==> config.mk <==
export PLATFORM = sky130hd
export DESIGN_NAME = seg_scan_4digit
export DESIGN_NICKNAME = d
export VERILOG_FILES = /design/src/rtl/seg_scan_4digit.sv
export SDC_FILE = /design/constraint.sdc
export NUM_CORES = 1
export LEC_CHECK = 0
export CELL_PAD_IN_SITES_DETAIL_PLACEMENT = 1
export CELL_PAD_IN_SITES_GLOBAL_PLACEMENT = 2
export CORE_UTILIZATION = 38
export CTS_BUF_LIST = sky130_fd_sc_hd__clkbuf_8
export CTS_CLUSTER_SIZE = 25
export DETAILED_ROUTE_END_ITERATION = 12
export PLACE_DENSITY_LB_ADDON = 0.1
export SKIP_CTS_REPAIR_TIMING = 1
export SYNTH_ARGS = -nofsm -noshare
export SYNTH_HDL_FRONTEND = slang
export SYNTH_SLANG_ARGS = --single-unit
==> constraint.sdc <==
create_clock -name clkIn -period 4 [get_ports clkIn]
set_clock_uncertainty 0.15 [all_clocks]
set_input_delay 1.2 -clock clkIn [delete_from_list [all_inputs] [get_ports clkIn]]
set_output_delay 1.2 -clock clkIn [all_outputs]
set_load 0.005 [all_outputs]
==> src/rtl/seg_scan_4digit.sv <==
// ---------------------------------------------------------------------------
// seg_scan_4digit
//   Four-digit multiplexed seven-segment driver (common anode, active-low).
//   A slow square wave (scanClk) from the scan-rate divider advances the lit
//   digit by one on every rising edge. After each advance all anodes are held
//   off for BLANK_CYCLES clocks to suppress ghosting. The displayed frame is
//   captured only when the scan wraps from digit 3 back to digit 0, so a
//   half-updated value is never shown.
//
// Parameters
//   BLANK_CYCLES : clkIn cycles of all-off after each digit advance (0 = none)
//   DIGITS       : digit count; must be 4 (checked at elaboration)
//
// Ports
//   clkIn   in   1   system clock
//   rstN    in   1   asynchronous active-low reset
//   scanClk in   1   digit-advance square wave (untrusted, synchronized here)
//   dataIn  in  16   four nibbles, [3:0] = rightmost digit (digit 0)
//   dpIn    in   4   decimal points, bit i = digit i, 1 = lit
//   anode   out  4   digit enables, active-low, bit i = digit i
//   seg     out  7   segments {g,f,e,d,c,b,a}, active-low
//   dp      out  1   decimal point, active-low
//
// Build option
//   SEG_SCAN_LZB_EN : when defined, digits 3..1 are blanked (segments off,
//                     dp still honoured) while they and every more
//                     significant nibble are zero. Digit 0 is never blanked.
// ---------------------------------------------------------------------------
module seg_scan_4digit #(
  parameter int BLANK_CYCLES = 64,
  parameter int DIGITS       = 4
) (
  input  logic        clkIn,
  input  logic        rstN,
  input  logic        scanClk,
  input  logic [15:0] dataIn,
  input  logic [3:0]  dpIn,
  output logic [3:0]  anode,
  output logic [6:0]  seg,
  output logic        dp
);

  localparam logic [15:0] C_BLANK_INIT = 16'(BLANK_CYCLES);

  if (DIGITS != 4) begin : g_digits_check
    $error("seg_scan_4digit supports DIGITS == 4 only");
  end

  typedef enum logic {ST_BLANK, ST_SHOW} state_t;

  state_t      r_state, w_state_next;
  logic [15:0] r_cnt, w_cnt_next;
  logic [1:0]  r_idx, w_idx_next;
  logic [15:0] r_frame, w_frame_next;
  logic [3:0]  r_frame_dp, w_frame_dp_next;

  logic r_sync_ff1, r_sync_ff2, r_scan_d1, r_scan_d2, r_edge_pulse;

  logic [3:0] w_nib;
  logic [6:0] w_seg_dec;
  logic [3:0] w_anode_next;
  logic [6:0] w_seg_next;
  logic       w_dp_next;

  function automatic logic [6:0] f_decode(input logic [3:0] nib);
    logic [6:0] s;
    case (nib)
      4'h0: s = 7'b1000000;
      4'h1: s = 7'b1111001;
      4'h2: s = 7'b0100100;
      4'h3: s = 7'b0110000;
      4'h4: s = 7'b0011001;
      4'h5: s = 7'b0010010;
      4'h6: s = 7'b0000010;
      4'h7: s = 7'b1111000;
      4'h8: s = 7'b0000000;
      4'h9: s = 7'b0010000;
      4'hA: s = 7'b0001000;
      4'hB: s = 7'b0000011;
      4'hC: s = 7'b1000110;
      4'hD: s = 7'b0100001;
      4'hE: s = 7'b0000110;
      default: s = 7'b0001110;
    endcase
    return s;
  endfunction

  // Two-FF synchronizer followed by a delayed, registered rising-edge
  // detector: the pulse is high for one cycle, three clocks after the rise
  // is first sampled by r_sync_ff1.
  always_ff @(posedge clkIn or negedge rstN) begin
    if (!rstN) begin
      r_sync_ff1   <= 1'b0;
      r_sync_ff2   <= 1'b0;
      r_scan_d1    <= 1'b0;
      r_scan_d2    <= 1'b0;
      r_edge_pulse <= 1'b0;
    end else begin
      r_sync_ff1   <= scanClk;
      r_sync_ff2   <= r_sync_ff1;
      r_scan_d1    <= r_sync_ff2;
      r_scan_d2    <= r_scan_d1;
      r_edge_pulse <= r_scan_d1 & ~r_scan_d2;
    end
  end

  // Next-state logic. An edge always wins over the blank countdown, so a
  // second edge during BLANK advances once more and restarts the blank.
  always_comb begin
    w_state_next    = r_state;
    w_cnt_next      = r_cnt;
    w_idx_next      = r_idx;
    w_frame_next    = r_frame;
    w_frame_dp_next = r_frame_dp;
    if (r_edge_pulse) begin
      w_idx_next = r_idx + 2'd1;
      if (r_idx == 2'd3) begin
        w_frame_next    = dataIn;
        w_frame_dp_next = dpIn;
      end
      if (C_BLANK_INIT == 16'd0) begin
        w_state_next = ST_SHOW;
        w_cnt_next   = 16'd0;
      end else begin
        w_state_next = ST_BLANK;
        w_cnt_next   = C_BLANK_INIT;
      end
    end else if (r_state == ST_BLANK) begin
      // Leave BLANK on the cycle the counter reaches zero; a zero count
      // (BLANK_CYCLES = 0 out of reset) leaves immediately.
      if (r_cnt <= 16'd1) begin
        w_cnt_next   = 16'd0;
        w_state_next = ST_SHOW;
      end else begin
        w_cnt_next = r_cnt - 16'd1;
      end
    end
  end

  // Outputs are decoded from next-state values and registered, so anode,
  // seg and dp all switch on the same edge as the state they belong to.
  assign w_nib = w_frame_next[{w_idx_next, 2'b00} +: 4];

`ifdef SEG_SCAN_LZB_EN
  logic [3:0] w_upper_zero;
  assign w_upper_zero[0] = 1'b0;
  for (genvar gi = 1; gi < 4; gi++) begin : g_lzb
    assign w_upper_zero[gi] = (w_frame_next[15:4*gi] == '0);
  end
  assign w_seg_dec = w_upper_zero[w_idx_next] ? 7'b1111111 : f_decode(w_nib);
`else
  assign w_seg_dec = f_decode(w_nib);
`endif

  always_comb begin
    w_anode_next = 4'b1111;
    w_seg_next   = 7'b1111111;
    w_dp_next    = 1'b1;
    if (w_state_next == ST_SHOW) begin
      w_anode_next = ~(4'b0001 << w_idx_next);
      w_seg_next   = w_seg_dec;
      w_dp_next    = ~w_frame_dp_next[w_idx_next];
    end
  end

  always_ff @(posedge clkIn or negedge rstN) begin
    if (!rstN) begin
      r_state    <= ST_BLANK;
      r_cnt      <= C_BLANK_INIT;
      r_idx      <= 2'd0;
      r_frame    <= 16'h0000;
      r_frame_dp <= 4'b0000;
      anode      <= 4'b1111;
      seg        <= 7'b1111111;
      dp         <= 1'b1;
    end else begin
      r_state    <= w_state_next;
      r_cnt      <= w_cnt_next;
      r_idx      <= w_idx_next;
      r_frame    <= w_frame_next;
      r_frame_dp <= w_frame_dp_next;
      anode      <= w_anode_next;
      seg        <= w_seg_next;
      dp         <= w_dp_next;
    end
  end

endmodule
==> summary by stage <==
Run status
The flow ran to the end, and the final reports show no timing, DRC or antenna violations.

Global route
The initial antenna violation count is 0. The via count of the first global-routing pass is 1967. The overall routing resource usage is 17.6%. The first-pass GRT wire length is 10100 µm. The maximum number of pins on one net before global-route repair is 57. The aggregate global routing overflow is 0.

Clocking
The H-tree generated during clock tree synthesis spans 2 levels. The clock-pin slew of the registers on the worst-case setup and hold paths is 0.09 ns. The insertion delay to the later sink of the worst-skew pair is 0.31 ns. The clock tree from TritonCTS is built. The number of sinks handled by clock tree synthesis is 56.

In this run, CTS created clock tree buffers numbering 5. In this run the clock root is driven by a clkbuf_8. The maximum clock path buffer count is 2.

Job
The number of max-cap violations is 0.

Route
After detailed routing, the total wire length is 6020 µm. The count of TritonRoute iterations in the first routing pass is 4. The met2 wirelength from detailed routing is 2670 µm.

The detailed router placed 1979 vias in this run. The number of DRC violations after detailed-routing iteration 0 is 62. The detailed router put a total of 3110 µm of wire on met1. The detail route stage leaves a number of antenna-violating nets equal to 0.

The total met3 wirelength after detailed routing is 147 µm. The uppermost layer routed is met4. The final routed DRC violation total is 0. Dividing the detail-routed wire length by the instance count gives 16.0 µm.

Dividing the detail-routed via count by the number of cells gives 5.28.

Worst setup path
The category of the worst setup path launch point is an input pin. The critical path contains buffers and inverters numbering 2 combined. The peak per-stage delay on the critical path is 0.51 ns. The signal on the critical path passes through clkdlybuf4s50_1 > mux2_2 > mux4_2 > ha_1 > inv_1 > nor3_1 > a2111oi_0 > a31oi_1. Among all stages on the critical path, the largest delay is contributed by mux4_2. The cell family contributing the most delay on the critical path is multiplexers. Data arrives at the worst endpoint at 3.24 ns.

The critical path in this run is classified as input pin to flop. Along the worst path, the maximum fanout reaches 4. STA classifies the critical path endpoint as a flop. The required time of the critical path is 4.08 ns.

Logic synthesis
The share of async-settable or async-resettable flops after synthesis is 100%. The synthesized netlist contains 46 unique library cells. The number of enable-type register cells in the synthesized netlist is 0. Sequential elements use 51.4% of the synthesized area. The cell count after synthesis came out at 245.

Averaged over all synthesized cells, the footprint is 11.3 µm². For this run, the leading register cell type out of synthesis is dfrtp_1. The synthesized design contains 56 register bits. The area of the mapped netlist is 0.00276 mm².

The yosys synthesis warning count is 0. The number of nets produced by synthesis is 275.

Placed design
The number of placed instances, taps included, is 367. The cell area reported after detailed placement is 0.00317 mm². Routability-driven placement finished with a final weighted congestion of 0.772.

The number of buffers added on ports is 34. Once detailed placement completed, the half-perimeter wirelength came to 4280 µm. The minimum setup slack after placement is 0.512 ns.

Die
The number of rows in the core area is 30. The region available for standard cell placement spans 0.00691 mm². The count of boundary I/O pins is 35. The overall die height is 87.2 µm. The die outline width is 87.2 µm. The initial utilization of the core area, before any placement, comes to 39.9%. The die area is 0.00760 mm².

Final layout
The net count of the finished layout is 308. The fill cell total of the finished layout is 760. The library cell used most frequently in the layout, excluding fill and tap cells, is dfrtp_1.

The count of non-filler cells in the finished layout is 375. The post-route cell area is 0.00326 mm². Of the cells placed in the final design, the portion with a size suffix greater than 1 is 17.9%.

The number of antenna diodes in the final layout is 0. The library cells used most frequently in the layout, excluding fill and tap cells, are dfrtp_1, clkdlybuf4s50_1, o21ai_0. Relative to the synthesized area, the layout overhead comes to 18.4%.

STA
The number of endpoints with negative hold slack in the final report is 0. The worst-margin pin slew is 0.982 ns. Final hold analysis gives a worst-case slack of 0.213 ns. Setup repair after global routing left no endpoint under its margin. The number of max-slew violations in the final report came to 0. The upper clock frequency limit is 316 MHz. Across all setup checks in the final design, the least slack found is 0.835 ns. The final count of negative-setup-slack endpoints is 0. The relative max-transition margin is 34.4%. The post-route setup TNS is 0 ns. After layout, the worst path uses 79.1% of the clock period. For the finished layout, the period the worst path requires is 3.17 ns.

Power
The worst voltage drop across the vdd grid is 0.000279 V. The power density relative to cell area is 813 mW/mm². The leakage power is 1.34 nW.

Min path
The worst min-delay path category is flop to flop.
-- path summary, 6_finish.rpt --
kind | from | to | slack (ns) | cells after the start
worst max-delay path | dataIn[9] | seg[3] | 0.83 | 8
worst min-delay path | r_sync_ff2 | r_scan_d1 | 0.21 | 0
worst max register to register | r_idx[0] | seg[3] | 0.88 | 9
worst min register to register | r_sync_ff2 | r_scan_d1 | 0.21 | 0
max in group asynchronous | rstN | r_frame[0] | 2.36 | 2
min in group asynchronous | rstN | r_cnt[13] | 0.85 | 2
-- power by group --
group / internal (W) / switching, W
sequential: 0.000803 / 0.000145
clock: 0.000139 / 0.000183
combinational: 0.000589 / 0.000795
-- kinds of logic after synthesis --
| logic type | synth area share, % |
|---|---|
| DFF | 51.4 |
| muxes | 15.1 |
| and+or+nand+nor | 11.8 |
| AOI/OAI and AO/OA | 13.8 |
| buffers and inverters | 4.09 |
| adders and majority gates | 3.18 |
| xor gates and xnor gates | 0.636 |
-- per-layer routing --
layer	global-route usage, %	vias to the layer above
met1	25.8	985
met5	0	-
li1	-	949
met2	26.6	36
met3	3.22	9
met4	5.22	0
-- stage by stage --
stage,total power (W),util (%)
global route,0.00290,47.3
floorplan,0.00196,-
finish,0.00265,47.3
detailed placement,0.00235,45.9
CTS,0.00268,47.3
global placement,0.00231,45.9
-- Yosys cell counts (all sizes together) (2+ instances only) --
master  number  area (µm²)
dfrtp       43        1080
o21ai       22         110
nand2       20        75.1
mux2        17         191
inv         16        60.1
nor2        14        68.8
dfstp       13         342
a21oi       11        58.8
mux2i        9        90.1
ha           7        87.6
nand3        7        35.0
nor3         7        35.0
mux4         6         135
buf          5        33.8
o31ai        5        37.5
clkbuf       4        15.0
nor2b        4        25.0
a31oi        3        18.8
o211ai       3        22.5
a211oi       2        15.0
and2         2        15.0
nand2b       2        12.5
nand4        2        12.5
nor4         2        12.5
nor4b        2        17.5
o221ai       2        17.5
-- sequential cells by signal (all words and copies together) (netlist names) --
register	count
r_frame_dp	4
r_idx	2
r_sync_ff1	1
r_cnt	16
anode	4
dp	1
r_frame	16
seg	7
r_scan_d2	1
r_edge_pulse	1
r_state	1
r_scan_d1	1
r_sync_ff2	1
-- worst register-to-register path, stage by stage, from the launching register on --
cell	delay (ns)
dfrtp_1	0.54
ha_1	0.22
and2_4	0.36
mux2_2	0.41
mux4_2	0.52
ha_1	0.24
inv_1	0.08
nor3_1	0.06
a2111oi_0	0.39
a31oi_1	0.09
-- area by class of cell --
cell class	instances	area, µm²	share of cell area, %
repair buffers	35	343	10.5
clock inverters	2	11.3	0.345
flip-flops and latches	56	1420	43.4
well taps	96	120	3.68
inverters	17	63.8	1.95
clock buffers	6	82.6	2.53
multi-input cells	163	1230	37.6
Note: power is estimated with default switching activity, not from simulation.
